[src/rtl/l2_pkg.sv]
// l2_pkg: shared widths and FSM state encoding for the fully associative L2 responder.
package l2_pkg;
   localparam int ADDR_W  = 7;
   localparam int DATA_W  = 16;
   localparam int ENTRIES = 8;
   localparam int AGE_W   = $clog2(ENTRIES);
   typedef enum logic [2:0] {IDLE, LOOKUP, WB, FILL, INSTALL, RESP} state_t;
endpackage

[src/rtl/cache_l2_fa_responder_if.sv]
// cache_l2_fa_responder_if: L1 request channel and req/ack memory port of the L2 responder.
interface cache_l2_fa_responder_if;
   import l2_pkg::*;
   logic              l1_req;
   logic              l1_we;
   logic [ADDR_W-1:0] l1_addr;
   logic [DATA_W-1:0] l1_wdata;
   logic              l1_ack;
   logic [DATA_W-1:0] l1_rdata;
   logic              l1_hit;
   logic              mem_req;
   logic              mem_we;
   logic [ADDR_W-1:0] mem_addr;
   logic [DATA_W-1:0] mem_wdata;
   logic [DATA_W-1:0] mem_rdata;
   logic              mem_ack;
   modport slave (
      input  l1_req, l1_we, l1_addr, l1_wdata, mem_rdata, mem_ack,
      output l1_ack, l1_rdata, l1_hit, mem_req, mem_we, mem_addr, mem_wdata
   );
   modport master (
      output l1_req, l1_we, l1_addr, l1_wdata, mem_rdata, mem_ack,
      input  l1_ack, l1_rdata, l1_hit, mem_req, mem_we, mem_addr, mem_wdata
   );
endinterface

[src/rtl/l2_lru_ages.sv]
// l2_lru_ages: per-entry age counters for true LRU; ages always form a permutation of 0..ENTRIES-1.
module l2_lru_ages
   import l2_pkg::*;
(
   input  logic                          clk,
   input  logic                          reset,
   input  logic                          upd,
   input  logic [AGE_W-1:0]              idx,
   output logic [AGE_W-1:0]              oldest,
   output logic [ENTRIES-1:0][AGE_W-1:0] ages
);
   always_ff @(posedge clk or posedge reset)
      if (reset)
         for (int i = 0; i < ENTRIES; i++) ages[i] <= AGE_W'(i);
      else if (upd)
         for (int i = 0; i < ENTRIES; i++)
            ages[i] <= (AGE_W'(i) == idx) ? '0 : (ages[i] < ages[idx]) ? ages[i] + 1'b1 : ages[i];
   always_comb begin
      oldest = '0;
      for (int i = 0; i < ENTRIES; i++)
         if (ages[i] == AGE_W'(ENTRIES - 1)) oldest = AGE_W'(i);
   end
endmodule

[src/rtl/cache_l2_fa_responder.sv]
// cache_l2_fa_responder: 8-entry fully associative write-back/write-allocate L2 serving L1 requests.
// Define L2_STATS_EN to add saturating stat_hits/stat_misses counters.
module cache_l2_fa_responder
   import l2_pkg::*;
(
   input  logic                    clk,
   input  logic                    reset,
   cache_l2_fa_responder_if.slave  bus
`ifdef L2_STATS_EN
   ,
   output logic [15:0]             stat_hits,
   output logic [15:0]             stat_misses
`endif
);
   state_t                          state;
   logic [ENTRIES-1:0]              valid, dirty;
   logic [ENTRIES-1:0][ADDR_W-1:0]  tags;
   logic [ENTRIES-1:0][DATA_W-1:0]  data;
   logic [ADDR_W-1:0]               addr;
   logic                            we;
   logic [DATA_W-1:0]               wdata;
   logic [AGE_W-1:0]                v, hit_idx, inv_idx, oldest, victim, upd_idx;
   logic                            hit, has_inv, upd, fill_done;
   logic [ENTRIES-1:0][AGE_W-1:0]   ages_unused;

   // descending scan leaves the lowest matching/invalid index as the result
   always_comb begin
      hit = 1'b0;
      hit_idx = '0;
      has_inv = 1'b0;
      inv_idx = '0;
      for (int i = ENTRIES - 1; i >= 0; i--) begin
         if (valid[i] && tags[i] == addr) begin
            hit = 1'b1;
            hit_idx = AGE_W'(i);
         end
         if (!valid[i]) begin
            has_inv = 1'b1;
            inv_idx = AGE_W'(i);
         end
      end
   end

   assign victim    = has_inv ? inv_idx : oldest;
   assign fill_done = state == FILL && bus.mem_req && bus.mem_ack;
   assign upd       = (state == LOOKUP && hit) || fill_done || state == INSTALL;
   assign upd_idx   = state == LOOKUP ? hit_idx : v;

   l2_lru_ages u_ages (
      .clk    (clk),
      .reset  (reset),
      .upd    (upd),
      .idx    (upd_idx),
      .oldest (oldest),
      .ages   (ages_unused)
   );

   always_ff @(posedge clk or posedge reset)
      if (reset) begin
         state         <= IDLE;
         valid         <= '0;
         dirty         <= '0;
         tags          <= '0;
         data          <= '0;
         addr          <= '0;
         we            <= 1'b0;
         wdata         <= '0;
         v             <= '0;
         bus.l1_ack    <= 1'b0;
         bus.l1_hit    <= 1'b0;
         bus.l1_rdata  <= '0;
         bus.mem_req   <= 1'b0;
         bus.mem_we    <= 1'b0;
         bus.mem_addr  <= '0;
         bus.mem_wdata <= '0;
      end else
         case (state)
            IDLE:
               if (bus.l1_req) begin
                  addr  <= bus.l1_addr;
                  we    <= bus.l1_we;
                  wdata <= bus.l1_wdata;
                  state <= LOOKUP;
               end
            LOOKUP:
               if (hit) begin
                  bus.l1_hit   <= 1'b1;
                  bus.l1_rdata <= we ? wdata : data[hit_idx];
                  bus.l1_ack   <= 1'b1;
                  if (we) begin
                     data[hit_idx]  <= wdata;
                     dirty[hit_idx] <= 1'b1;
                  end
                  state <= RESP;
               end else begin
                  bus.l1_hit <= 1'b0;
                  v          <= victim;
                  if (valid[victim] && dirty[victim]) begin
                     bus.mem_req   <= 1'b1;
                     bus.mem_we    <= 1'b1;
                     bus.mem_addr  <= tags[victim];
                     bus.mem_wdata <= data[victim];
                     state         <= WB;
                  end else if (we)
                     state <= INSTALL;
                  else begin
                     bus.mem_req  <= 1'b1;
                     bus.mem_we   <= 1'b0;
                     bus.mem_addr <= addr;
                     state        <= FILL;
                  end
               end
            WB:
               if (bus.mem_ack) begin
                  dirty[v]     <= 1'b0;
                  bus.mem_req  <= 1'b0;
                  bus.mem_we   <= 1'b0;
                  bus.mem_addr <= addr;
                  state        <= we ? INSTALL : FILL;
               end
            // after a write-back the read request is raised one cycle later
            FILL:
               if (!bus.mem_req)
                  bus.mem_req <= 1'b1;
               else if (bus.mem_ack) begin
                  tags[v]      <= addr;
                  data[v]      <= bus.mem_rdata;
                  valid[v]     <= 1'b1;
                  dirty[v]     <= 1'b0;
                  bus.l1_rdata <= bus.mem_rdata;
                  bus.mem_req  <= 1'b0;
                  bus.l1_ack   <= 1'b1;
                  state        <= RESP;
               end
            INSTALL: begin
               tags[v]      <= addr;
               data[v]      <= wdata;
               valid[v]     <= 1'b1;
               dirty[v]     <= 1'b1;
               bus.l1_rdata <= wdata;
               bus.l1_ack   <= 1'b1;
               state        <= RESP;
            end
            RESP: begin
               bus.l1_ack <= 1'b0;
               state      <= IDLE;
            end
            default: state <= IDLE;
         endcase

`ifdef L2_STATS_EN
   always_ff @(posedge clk or posedge reset)
      if (reset) begin
         stat_hits   <= '0;
         stat_misses <= '0;
      end else if (state == LOOKUP) begin
         if (hit && stat_hits != 16'hFFFF) stat_hits <= stat_hits + 1'b1;
         if (!hit && stat_misses != 16'hFFFF) stat_misses <= stat_misses + 1'b1;
      end
`endif
endmodule
[src/flat_wrapper.sv]
// flat-port wrapper written by rule: the top's interface ports become plain ports
module cache_l2_fa_responder_flat import l2_pkg::*;
  (clk, reset, bus_l1_req, bus_l1_we, bus_l1_addr, bus_l1_wdata, bus_mem_rdata, bus_mem_ack, bus_l1_ack, bus_l1_rdata, bus_l1_hit, bus_mem_req, bus_mem_we, bus_mem_addr, bus_mem_wdata);
  cache_l2_fa_responder_if bus_i ();
  input  logic clk;
  input  logic reset;
  input wire logic [$bits(bus_i.l1_req)-1:0] bus_l1_req;
  input wire logic [$bits(bus_i.l1_we)-1:0] bus_l1_we;
  input wire logic [$bits(bus_i.l1_addr)-1:0] bus_l1_addr;
  input wire logic [$bits(bus_i.l1_wdata)-1:0] bus_l1_wdata;
  input wire logic [$bits(bus_i.mem_rdata)-1:0] bus_mem_rdata;
  input wire logic [$bits(bus_i.mem_ack)-1:0] bus_mem_ack;
  output wire logic [$bits(bus_i.l1_ack)-1:0] bus_l1_ack;
  output wire logic [$bits(bus_i.l1_rdata)-1:0] bus_l1_rdata;
  output wire logic [$bits(bus_i.l1_hit)-1:0] bus_l1_hit;
  output wire logic [$bits(bus_i.mem_req)-1:0] bus_mem_req;
  output wire logic [$bits(bus_i.mem_we)-1:0] bus_mem_we;
  output wire logic [$bits(bus_i.mem_addr)-1:0] bus_mem_addr;
  output wire logic [$bits(bus_i.mem_wdata)-1:0] bus_mem_wdata;
  assign bus_i.l1_req = bus_l1_req;
  assign bus_i.l1_we = bus_l1_we;
  assign bus_i.l1_addr = bus_l1_addr;
  assign bus_i.l1_wdata = bus_l1_wdata;
  assign bus_i.mem_rdata = bus_mem_rdata;
  assign bus_i.mem_ack = bus_mem_ack;
  assign bus_l1_ack = bus_i.l1_ack;
  assign bus_l1_rdata = bus_i.l1_rdata;
  assign bus_l1_hit = bus_i.l1_hit;
  assign bus_mem_req = bus_i.mem_req;
  assign bus_mem_we = bus_i.mem_we;
  assign bus_mem_addr = bus_i.mem_addr;
  assign bus_mem_wdata = bus_i.mem_wdata;
  cache_l2_fa_responder u_core (.clk(clk), .reset(reset), .bus(bus_i));
endmodule
[config.mk]
export PLATFORM = sky130hd
export DESIGN_NAME = cache_l2_fa_responder_flat
export DESIGN_NICKNAME = d
export VERILOG_FILES = /design/src/rtl/l2_pkg.sv /design/src/rtl/cache_l2_fa_responder_if.sv /design/src/rtl/l2_lru_ages.sv /design/src/rtl/cache_l2_fa_responder.sv /design/src/flat_wrapper.sv
export SDC_FILE = /design/constraint.sdc
export NUM_CORES = 1
export LEC_CHECK = 0
export CELL_PAD_IN_SITES_DETAIL_PLACEMENT = 1
export CELL_PAD_IN_SITES_GLOBAL_PLACEMENT = 1
export CORE_MARGIN = 10
export CORE_UTILIZATION = 40
export DETAILED_ROUTE_END_ITERATION = 8
export PLACE_DENSITY_LB_ADDON = 0.15
export SLEW_MARGIN = 20
export SYNTH_ARGS = -nofsm -noshare
export SYNTH_HDL_FRONTEND = slang
export SYNTH_HIERARCHICAL = 1
export SYNTH_SLANG_ARGS = --single-unit
[constraint.sdc]
create_clock -name clk -period 20.5 [get_ports clk]
set_input_delay 3.075 -clock clk [delete_from_list [all_inputs] [get_ports clk]]
set_output_delay 3.075 -clock clk [all_outputs]
set_load 0.03 [all_outputs]
Yosys cells after proc, flatten, opt, wreduce, memory -nomap -nowiden
Index checks and enable logic that the tools add are counted.
Storage, ports and cells
  bits of input ports: 44
  output and inout bits: 43
  bits in registers: 297
  word-level logic and storage cells: 285
Cells by class
  order comparisons: 14
  muxes and demuxes: 133
  equal/unequal tests: 35
  bitwise operators: 6
  add/sub/neg operators: 8
  reductions and logical operators: 51
Operators by type and width (count)
  $mux 128: 4
  $bwmux 128: 3
  $pmux 128 s3: 1
  $mux 3: 48
  $mux 16: 8
  $mux 56: 2
  $pmux 56 s2: 1
  $bmux 16 s3: 2
  $demux 16 s3: 2
  $bwmux 56: 1
  $eq 7x7->1: 8
  $mux 8: 6
  $pmux 16 s3: 1
  $mux 7: 6
  $mux 1: 34
  $pmux 8 s4: 1
  $eq 3x3->1 const B: 9
  $add 3x1->3 const B: 8
  $lt 3x3->1: 8
  $or 8x8->8: 3
  $reduce_and 4->1: 6
  $bmux 7 s3: 1
  $demux 7 s3: 1
  $reduce_and 2->1: 10
  other kinds (30): 73

Logic depth before layout (Yosys ltp)
Gate-level depths: netlist of run 1.
  depth after elaboration: 18
  gate-level depth with buffers: 19
  mapped depth without buffers: 15

Cells and area by module
Netlist of run 1, hierarchy kept.
By module, submodules not included
  cache_l2_fa_responder: times used 1, cells each 1940, area an instance 17305.3 sq um
  l2_lru_ages: times used 1, cells each 208, area an instance 2149.6 sq um

Worst setup path before layout of run 1
OpenSTA, ideal clock, no wires.
  path kind: input-to-reg
  start: input port bus_mem_ack
  end: register u_core/u_ages/ages[6] in the netlist's numbering
  buffers on the path: 1
  stages on the path: 10
  data arrival time: 4.890 ns
  setup time: 0.066 ns
  setup slack: 15.544 ns
  path through: nand3_1 > nand2_1 > nor2_4 > clkbuf_1 > inv_1 > clkinv_1 > nor4b_1 > nand3_1 > o41ai_1 > mux2_2
Between the ends
  cells in the longest elaborated chain, start to end: 4
RTL lines
  start, declared: RTL line flat_wrapper.sv:12  | input wire logic [$bits(bus_i.mem_ack)-1:0] bus_mem_ack;
  $logic_and 1x1->1: RTL line cache_l2_fa_responder.sv:45  | assign fill_done = state == FILL && bus.mem_req && bus.mem_ack;
  $logic_or 1x1->1 (2 in a row): RTL line cache_l2_fa_responder.sv:46  | assign upd = (state == LOOKUP && hit) || fill_done || state == INSTALL;
  net u_core.upd: RTL line cache_l2_fa_responder.sv:23  | logic hit, has_inv, upd, fill_done;
  $reduce_and 2->1 (no source line)
  end signal, assigned by index: RTL line l2_lru_ages.sv:17  | ages[i] <= (AGE_W'(i) == idx) ? '0 : (ages[i] < ages[idx]) ? ages[i] + 1'b1 : ages[i];
  end, declared: RTL line l2_lru_ages.sv:10  | output logic [ENTRIES-1:0][AGE_W-1:0] ages
The timed path passes the listed nets, and every way through them passes these cells.
A chain may end at the register's enable or synchronous reset.

Worst setup path after layout of run 1
Same ends and word-level chain as after synthesis.

==> results by group, run 1 <==
Status
  • Status: complete, no violations

Timing
  • Slew HR: 0.1716
  • Final Hold Fails: 0
  • Finish-stage setup viols: 0
  • Tmin final: 6.310 ns
  • Unrepaired setup endpoints after global routing: no
  • Slew Limit Fails: 0
  • Final setup TNS: 0 ns
  • Worst slew pin tran: 1.240 ns
  • Final worst-path cycle share: 0.3078
  • Upper clock frequency limit: 158.5 MHz
  • Fin worst setup slack: 14.19 ns
  • Skew final: 0.02501 ns

Min path
  • Hold Path Depth: 1
  • Worst Hold Class: reg2reg
  • Hold endpoint: u_core/bus.mem_wdata[1]
  • HP Start: u_core/bus.mem_wdata[1]

Worst setup path
  • CP Class: in2reg
  • Worst r2r src: u_core/addr[2]
  • Reg-to-Reg End: u_core/u_ages/ages[2]
  • Reg2Reg Setup Slack: 14.30 ns
  • Worst path slowest cell: nor2_4
  • Most numerous cell on the critical path: nand3_1
  • Crit. End Element: flip-flop
  • Reg2Reg Depth: 15
  • Cell chain of the critical path: clkdlybuf4s50_1, nand3_1, nand2_1, nor2_4, inv_1, clkinv_1, nor4b_1, nand3_1, o41ai_1, mux2_2
  • Slowest stage delay, CP: 0.96 ns
  • CP required: 20.95 ns
  • Crit-path max FO: 34
  • Worst Setup Start Kind: primary input
  • CP arrival: 6.76 ns
  • Crit path launch: bus_mem_ack

Routing
  • Antenna-violating nets left: 0
  • Initial DRC Count: 1443
  • Vias per std cell: 6.466
  • DR WL/cell: 28.38 um
  • Overall routed net length: 78.56 mm
  • DRT Pass-1 Iters: 5
  • Via count: 17898
  • DRC viols: 0

Global routing
  • Global-route wire length before repair: 118.7 mm
  • GRT overflow: 0
  • Initial antenna violation count: 0
  • Largest net degree at the start of global routing: 92
  • Total GRT Usage: 0.2691
  • Number of global-route vias before repair: 18611

Floorplanning
  • Placeable core area: 0.04795 mm^2
  • # IOs: 87
  • Die height: 240.5 um
  • Die X: 240.5 um
  • Core Rows: 80
  • Die footprint: 0.05786 mm^2
  • Starting Density: 0.4058

Logic synthesis
  • Post-synth EDFFs: 0
  • Post-synthesis sequential area ratio: 0.3828
  • Syn Std Cell Area: 0.01945 mm^2
  • Yosys cell types: 97
  • Main flop type after synthesis: dfrtp_1
  • Synth top area cells: dfrtp_1 37%, mux2_2 5.0%, nand2_1 4.4%, o22ai_1 4.1%, a21oi_1 4.0%
  • Register bit total from synthesis: 297
  • Ys async rst share: 1.000
  • Area leader, netlist: dfrtp_1
  • Number of standard cells after synthesis: 2148
  • Average size of a mapped cell: 9.057 um^2
  • Synth warn: 6
  • Top-area cell type share of the netlist area: 0.3666
  • Synth Net Count: 2223

Flow run
  • Maxcap violations: 0

Clocking
  • # resized after CTS: 0
  • Worst-skew pair later-pin latency: 0.58 ns
  • CTS tree: built
  • Setup Buffers After CTS: 0
  • Clock sink count: 297
  • Clock Tree Buf Depth: 3
  • H-tree depth: 2
  • Reg clk slew, reported paths: 0.06 ns
  • Hold buffers post-CTS: 0
  • Clock Tree Root: clkbuf_16
  • CTS buffer count: 38

Place
  • PortBufs: 86
  • DP HPWL: 48.59 mm
  • Placed Area: 0.02052 mm^2
  • Dpl cells: 2701
  • Gpl congestion: 0.8410
  • Pre-CTS setup slack: 13.70 ns

Finish
  • Layout cells sized above 1: 0.1310
  • Antenna Cells: 0
  • Nets: 2201
  • Non-Filler Instances: 2768
  • Area grow syn2layout: 11.96%
  • Fin area: 0.02178 mm^2

Power
  • Total chip power: 4.488 mW
  • Peak supply drop: 136.5 uV
  • Pleak: 9.194 nW
  • Power density over the cells: 206.1 mW/mm^2
[Yosys cell counts (15+ instances only)]
cell type / n
ha_1: 31
mux2i_1: 78
a2bb2oi_1: 73
clkbuf_1: 108
xnor2_1: 32
o211ai_1: 73
o21a_1: 30
o22ai_1: 128
mux2_2: 87
buf_2: 27
inv_1: 65
a21oi_1: 157
nand3_1: 48
nand2b_1: 19
nor3_1: 34
nor2_1: 195
buf_6: 15
o21ai_0: 109
a221o_1: 16
a22oi_1: 17
nand2_1: 229
dfrtp_1: 285
buf_4: 27
xor2_1: 23
[registers in the layout, indices dropped and copies added, names as in the netlist, 3 cells and up]
register,flops
u_core/wdata,16
u_core/bus.mem_addr,7
u_core/bus.mem_wdata,16
u_core/valid,8
u_core/bus.l1_rdata,16
u_core/dirty,8
u_core/u_ages/ages,24
u_core/addr,7
u_core/tags,56
u_core/v,3
u_core/state,3
u_core/data,128
[worst max-delay path: cells and delay by family]
family,cells,cell delay [ns]
multiplexers,1,0.29
buffers and inverters,3,1.59
AO/OA/AOI/OAI,1,0.13
AND/OR/NAND/NOR,5,1.65
[layout make-up]
cell class / count / area (um^2)
clock buffer: 61 / 1157
clock inverter: 6 / 102.6
fill: 5411 / 26170
inverter: 66 / 255.2
multi-input combinational: 1595 / 10870
sequential: 297 / 7447
tap: 615 / 769.5
timing repair buffer: 128 / 1176
[power by group]
group          switching (mW)  internal, mW  total, mW
Clock                   0.281         0.401      0.682
Combinational            1.59         0.970       2.56
Sequential              0.373         0.871       1.24
Total                    2.25          2.24       4.49
[cells in the final DEF, fill, tap and decap left out, drive strengths merged, types with 42 or more instances in the layout]
master,Yosys,final
clkbuf,109,61
o21ai,112,112
o211ai,73,73
inv,65,64
nand3,48,48
buf,81,42
a21oi,158,158
mux2i,78,78
mux2,102,102
a2bb2oi,74,74
clkdlybuf4s50,0,86
dfrtp,285,285
o22ai,129,129
nor2,202,202
nand2,231,231
[stage by stage]
step / util / hold WS [ns]
floorplan: - / 0.5127
detailed placement: 0.4280 / 0.4809
global placement: 0.4278 / 0.4744
finish: 0.4543 / 0.4842
global route: 0.4543 / 0.5218
CTS: 0.4543 / 0.4931
[worst max path at each step]
stage	endpoint	depth (start not counted)	slack, ns
global placement	u_core/u_ages/ages[6]	10	13.78
finish	u_core/u_ages/ages[6]	10	14.19
global route	u_core/u_ages/ages[6]	10	14.07
floorplan	u_core/addr[0]	1	9.90
detailed placement	u_core/u_ages/ages[6]	10	13.70
CTS	u_core/u_ages/ages[6]	10	14.28
[logic make-up (layout without fill, tap and decap cells)]
logic type / count (synthesis) / in the layout / synth area share
simple gates: 608 / 608 / 0.1457
xor+xnor: 56 / 56 / 0.02560
mux: 184 / 184 / 0.1052
buf+inv: 256 / 261 / 0.06219
flops: 297 / 297 / 0.3828
compound gates: 716 / 716 / 0.2586
fa+ha+maj: 31 / 31 / 0.01994
[per-layer routing]
layer	up-vias	GRT usage	routed length, um
met5	-	0	0
met4	0	0.1160	3225
met3	188	0.05806	6032
met2	708	0.4244	35530
met1	9151	0.3503	33780
li1	7851	-	-
Note: power is estimated with default switching activity, not from simulation.
==> run 2: changes to the inputs <==
- clock period: 20.5 -> 5.91 ns (I/O delays scaled with it)
==> results by group, run 2 (synthesized netlist as in run 1, its figures left out) <==
Finish
  • Antenna Cells: 0
  • Fillers: 5418
  • Area grow syn2layout: 13.06%
  • Reg with most FFs: u_core/data
  • Non-Filler Instances: 2786
  • Nets: 2219
  • Layout cells sized above 1: 0.1414
  • Largest regs: u_core/data (128), u_core/tags (56), u_core/u_ages/ages (24)
  • Commonest cells after routing, fill and taps aside: 285 x dfrtp_1, 229 x nand2_1, 194 x nor2_1
  • Most common cell after layout, fill and taps aside: dfrtp_1
  • Largest register FFs: 128

Worst setup path
  • Crit. End Element: flip-flop
  • CP Class: reg2reg
  • Most numerous cell on the critical path: buf_4
  • CP required: 6.40 ns
  • Cell chain of the critical path: xnor2_1, nand4_1, nor2_1, o21ai_1, o21ai_0, nand2_1, o21ai_2, buf_4, mux4_2, mux2i_1, buf_4, ha_1, a21oi_1, nor4b_1, nand3_1, o41ai_1, mux2_2
  • Worst path slowest cell: dfrtp_1
  • Worst Setup Start Kind: flip-flop
  • Reg2Reg Setup Slack: 0.62 ns
  • Slowest stage delay, CP: 0.81 ns
  • Crit-path max FO: 18
  • CP arrival: 5.78 ns

Clocking
  • Clock Tree Root: clkbuf_16
  • H-tree depth: 2
  • Setup Buffers After CTS: 0
  • Worst-skew pair later-pin latency: 0.57 ns
  • Clock Tree Buf Depth: 3
  • # resized after CTS: 0
  • Hold buffers post-CTS: 0
  • CTS tree: built
  • Clock sink count: 297
  • Reg clk slew, reported paths: 0.06 ns
  • CTS buffer count: 38

Min path
  • Worst Hold Class: reg2reg

Floorplanning
  • # IOs: 87
  • Core Rows: 80
  • Starting Density: 0.4058
  • Die height: 240.5 um
  • Die X: 240.5 um
  • Placeable core area: 0.04795 mm^2
  • Die footprint: 0.05786 mm^2

Power
  • Total chip power: 15.78 mW
  • Power density over the cells: 717.4 mW/mm^2
  • Pleak: 9.313 nW
  • Peak supply drop: 286.3 uV

Routing
  • DR WL/cell: 28.90 um
  • Antenna-violating nets left: 0
  • DRT Pass-1 Iters: 5
  • Initial DRC Count: 1631
  • Overall routed net length: 80.50 mm
  • Vias per std cell: 6.493
  • Via count: 18090
  • DRC viols: 0

Timing
  • Tmin final: 5.291 ns
  • Skew final: 0.02310 ns
  • Final worst-path cycle share: 0.8953
  • Upper clock frequency limit: 189.0 MHz
  • Final setup TNS: 0 ns
  • Slew HR: 0.1536
  • Hold WS: 0.4875 ns
  • Slew Limit Fails: 0
  • Finish-stage setup viols: 0
  • Final Hold Fails: 0
  • Worst slew pin tran: 1.270 ns
  • Unrepaired setup endpoints after global routing: no

Status
  • Status: complete, no violations

Place
  • PortBufs: 86
  • Dpl cells: 2719
  • Gpl congestion: 0.8504
  • DP HPWL: 50.34 mm

Global routing
  • GRT overflow: 0
  • Number of global-route vias before repair: 18982
  • Global-route wire length before repair: 121.1 mm
  • Total GRT Usage: 0.2753
  • Largest net degree at the start of global routing: 84
  • Initial antenna violation count: 0

Flow run
  • Maxcap violations: 0
run 2: final timing paths:
path,endpoint,cells after the start,from
setup / recovery,u_core/u_ages/ages[6],17,u_core/addr[6]
hold / removal,u_core/bus.mem_wdata[0],1,u_core/bus.mem_wdata[0]
setup reg to reg,u_core/u_ages/ages[6],17,u_core/addr[6]
hold reg to reg,u_core/bus.mem_wdata[0],1,u_core/bus.mem_wdata[0]
max in group asynchronous,u_core/data[5],3,reset
min in group asynchronous,u_core/u_ages/ages[18],2,reset
run 2: stage by stage:
| step | worst slack [ns] | cell area (um^2) | util |
|---|---|---|---|
| global placement | 0.6770 | 20720 | 0.4321 |
| detailed placement | 0.3792 | 20720 | 0.4321 |
| CTS | 0.3777 | 21990 | 0.4587 |
| global route | 0.08536 | 21990 | 0.4587 |
| finish | 0.6190 | 21990 | 0.4587 |
| floorplan | 1.414 | 19460 | - |
run 2: final cells by class:
class	count	area [um^2]	share of cell area
Clock buffer	55	1136	0.05165
Inverter	66	251.5	0.01143
Clock inverter	12	138.9	0.006314
Sequential cell	297	7447	0.3386
Timing Repair Buffer	146	1374	0.06246
Tap cell	615	769.5	0.03498
Multi-Input combinational cell	1595	10880	0.4946
run 2: critical path: cells and delay by family, from the launching register on:
kind | cells | cell delay (ns)
simple gates | 5 | 1.30
compound gates | 5 | 1.28
mux | 3 | 0.90
flops | 1 | 0.81
buf+inv | 2 | 0.45
fa+ha+maj | 1 | 0.26
xor+xnor | 1 | 0.20
run 2: layer usage:
metal | wire length, um | vias up | track usage
met5 | 0 | - | 0
met4 | 3301 | 0 | 0.1194
met3 | 6093 | 197 | 0.05270
met2 | 36540 | 687 | 0.4328
met1 | 34570 | 9309 | 0.3635
li1 | - | 7897 | -
run 2: where the power goes:
group	leakage, nW	total (mW)	internal [mW]	switching [mW]
combinational	5.14	9.02	3.47	5.55
sequential	3.54	4.32	3.02	1.30
clock	0.638	2.44	1.46	0.973
total	9.31	15.8	7.95	7.83
==> run 3: changes to the inputs <==
- CORE_MARGIN: 10 -> 2
==> results by group, run 3 (synthesized netlist as in run 1, its figures left out) <==
Clocking
  • # resized after CTS: 0
  • CTS buffer count: 37
  • Clock sink count: 297
  • Hold buffers post-CTS: 0
  • CTS tree: built
  • H-tree depth: 2
  • Reg clk slew, reported paths: 0.06 ns
  • Worst-skew pair later-pin latency: 0.56 ns
  • Setup Buffers After CTS: 0
  • Clock Tree Root: clkbuf_16
  • Clock Tree Buf Depth: 3

Place
  • Gpl congestion: 0.8382
  • Dpl cells: 2711
  • PortBufs: 86
  • Pre-CTS setup slack: 0.8269 ns
  • DP HPWL: 48.28 mm

Floorplanning
  • Die footprint: 0.05042 mm^2
  • Die X: 224.5 um
  • Core Rows: 80
  • Placeable core area: 0.04785 mm^2
  • # IOs: 87
  • Die height: 224.5 um
  • Starting Density: 0.4066

Timing
  • Upper clock frequency limit: 192.3 MHz
  • Skew final: 0.01971 ns
  • Slew HR: 0.1969
  • Final setup TNS: 0 ns
  • Worst slew pin tran: 1.202 ns
  • Final worst-path cycle share: 0.8800
  • Fin worst setup slack: 0.7093 ns
  • Final Hold Fails: 0
  • Finish-stage setup viols: 0
  • Tmin final: 5.201 ns
  • Slew Limit Fails: 0
  • Unrepaired setup endpoints after global routing: no

Finish
  • Commonest cells after routing, fill and taps aside: 285 x dfrtp_1, 229 x nand2_1, 194 x nor2_1
  • Non-Filler Instances: 2778
  • Antenna Cells: 0
  • Layout cells sized above 1: 0.1341
  • Largest regs: u_core/data (128), u_core/tags (56), u_core/u_ages/ages (24)
  • Most common cell after layout, fill and taps aside: dfrtp_1
  • Final Util: 0.4559
  • Largest register FFs: 128
  • Reg with most FFs: u_core/data
  • Area grow syn2layout: 12.12%
  • Nets: 2210

Routing
  • Vias per std cell: 6.461
  • Overall routed net length: 78.66 mm
  • Antenna-violating nets left: 0
  • DR WL/cell: 28.31 um
  • DRT Pass-1 Iters: 6
  • Via count: 17949
  • Initial DRC Count: 1468
  • DRC viols: 0

Worst setup path
  • Crit-path max FO: 18
  • Largest delay share family, worst path: compound AO/OA/AOI/OAI gates
  • CP Class: reg2reg
  • Worst path slowest cell: dfrtp_1
  • Buf/Inv on CP: 1
  • Worst r2r src: u_core/addr[5]
  • CP required: 6.34 ns
  • Slowest stage delay, CP: 0.79 ns
  • Cell chain of the critical path: xnor2_1, nand4_1, nor2_1, o21ai_1, o21ai_0, nand2_1, o21ai_1, mux4_2, mux2i_1, buf_4, ha_1, o21ai_0, nor2b_1, a31oi_2, nand2b_1, a221o_1
  • Crit. End Element: flip-flop
  • CP arrival: 5.63 ns
  • Crit path launch: u_core/addr[5]
  • Worst Setup Start Kind: flip-flop

Min path
  • Worst Hold Class: reg2reg
  • HP Start: u_core/bus.mem_wdata[15]

Global routing
  • Number of global-route vias before repair: 18503
  • Largest net degree at the start of global routing: 154
  • Total GRT Usage: 0.3121
  • Global-route wire length before repair: 118.9 mm
  • GRT overflow: 0
  • Initial antenna violation count: 1

Power
  • Power density over the cells: 712.6 mW/mm^2
  • Pleak: 9.215 nW
  • Peak supply drop: 302.5 uV

Status
  • Status: complete, no violations

Flow run
  • Maxcap violations: 0
==> run 3: worst paths after layout <==
path	cells after the start	slack [ns]	endpoint
worst min register to register	1	0.49	u_core/bus.mem_wdata[15]
worst max-delay path	16	0.71	u_core/u_ages/ages[2]
min in group asynchronous	2	0.79	u_core/data[92]
worst max register to register	16	0.71	u_core/u_ages/ages[2]
max in group asynchronous	3	3.86	u_core/data[24]
worst min-delay path	1	0.49	u_core/bus.mem_wdata[15]
==> run 3: per-layer routing <==
| layer | routed length [um] | track usage | up-vias |
|---|---|---|---|
| met4 | 2935 | 0.1171 | 0 |
| met3 | 5568 | 0.05983 | 186 |
| met2 | 35600 | 0.4887 | 667 |
| li1 | - | - | 7881 |
| met1 | 34550 | 0.4287 | 9215 |
| met5 | 0 | 0 | - |
==> run 3: cell type report <==
cell class / instances / area (um^2)
clock buffer: 57 / 1094
multi-input combinational: 1595 / 10870
sequential: 297 / 7447
inverter: 66 / 251.5
timing repair buffer: 138 / 1271
fill: 5419 / 26030
clock inverter: 10 / 106.4
tap: 615 / 769.5
==> run 3: power by group <==
| group | total, mW | switching [mW] | internal, mW | leakage, nW |
|---|---|---|---|---|
| clock network | 2.31 | 0.948 | 1.36 | 0.588 |
| logic | 8.88 | 5.46 | 3.41 | 5.09 |
| registers | 4.35 | 1.33 | 3.02 | 3.54 |
| total | 15.5 | 7.74 | 7.80 | 9.21 |
==> run 3: per-stage QoR <==
stage / hold slack [ns] / total power, mW / cell area, um^2
6_report: 0.4870 / 15.54 / 21810
5_1_grt: 0.5126 / 16.54 / 21810
4_1_cts: 0.4970 / 15.44 / 21810
3_5_place_dp: 0.4850 / 13.08 / 20610
3_3_place_gp: 0.4725 / 12.69 / 20600
2_1_floorplan: 0.5127 / 10.33 / 19460
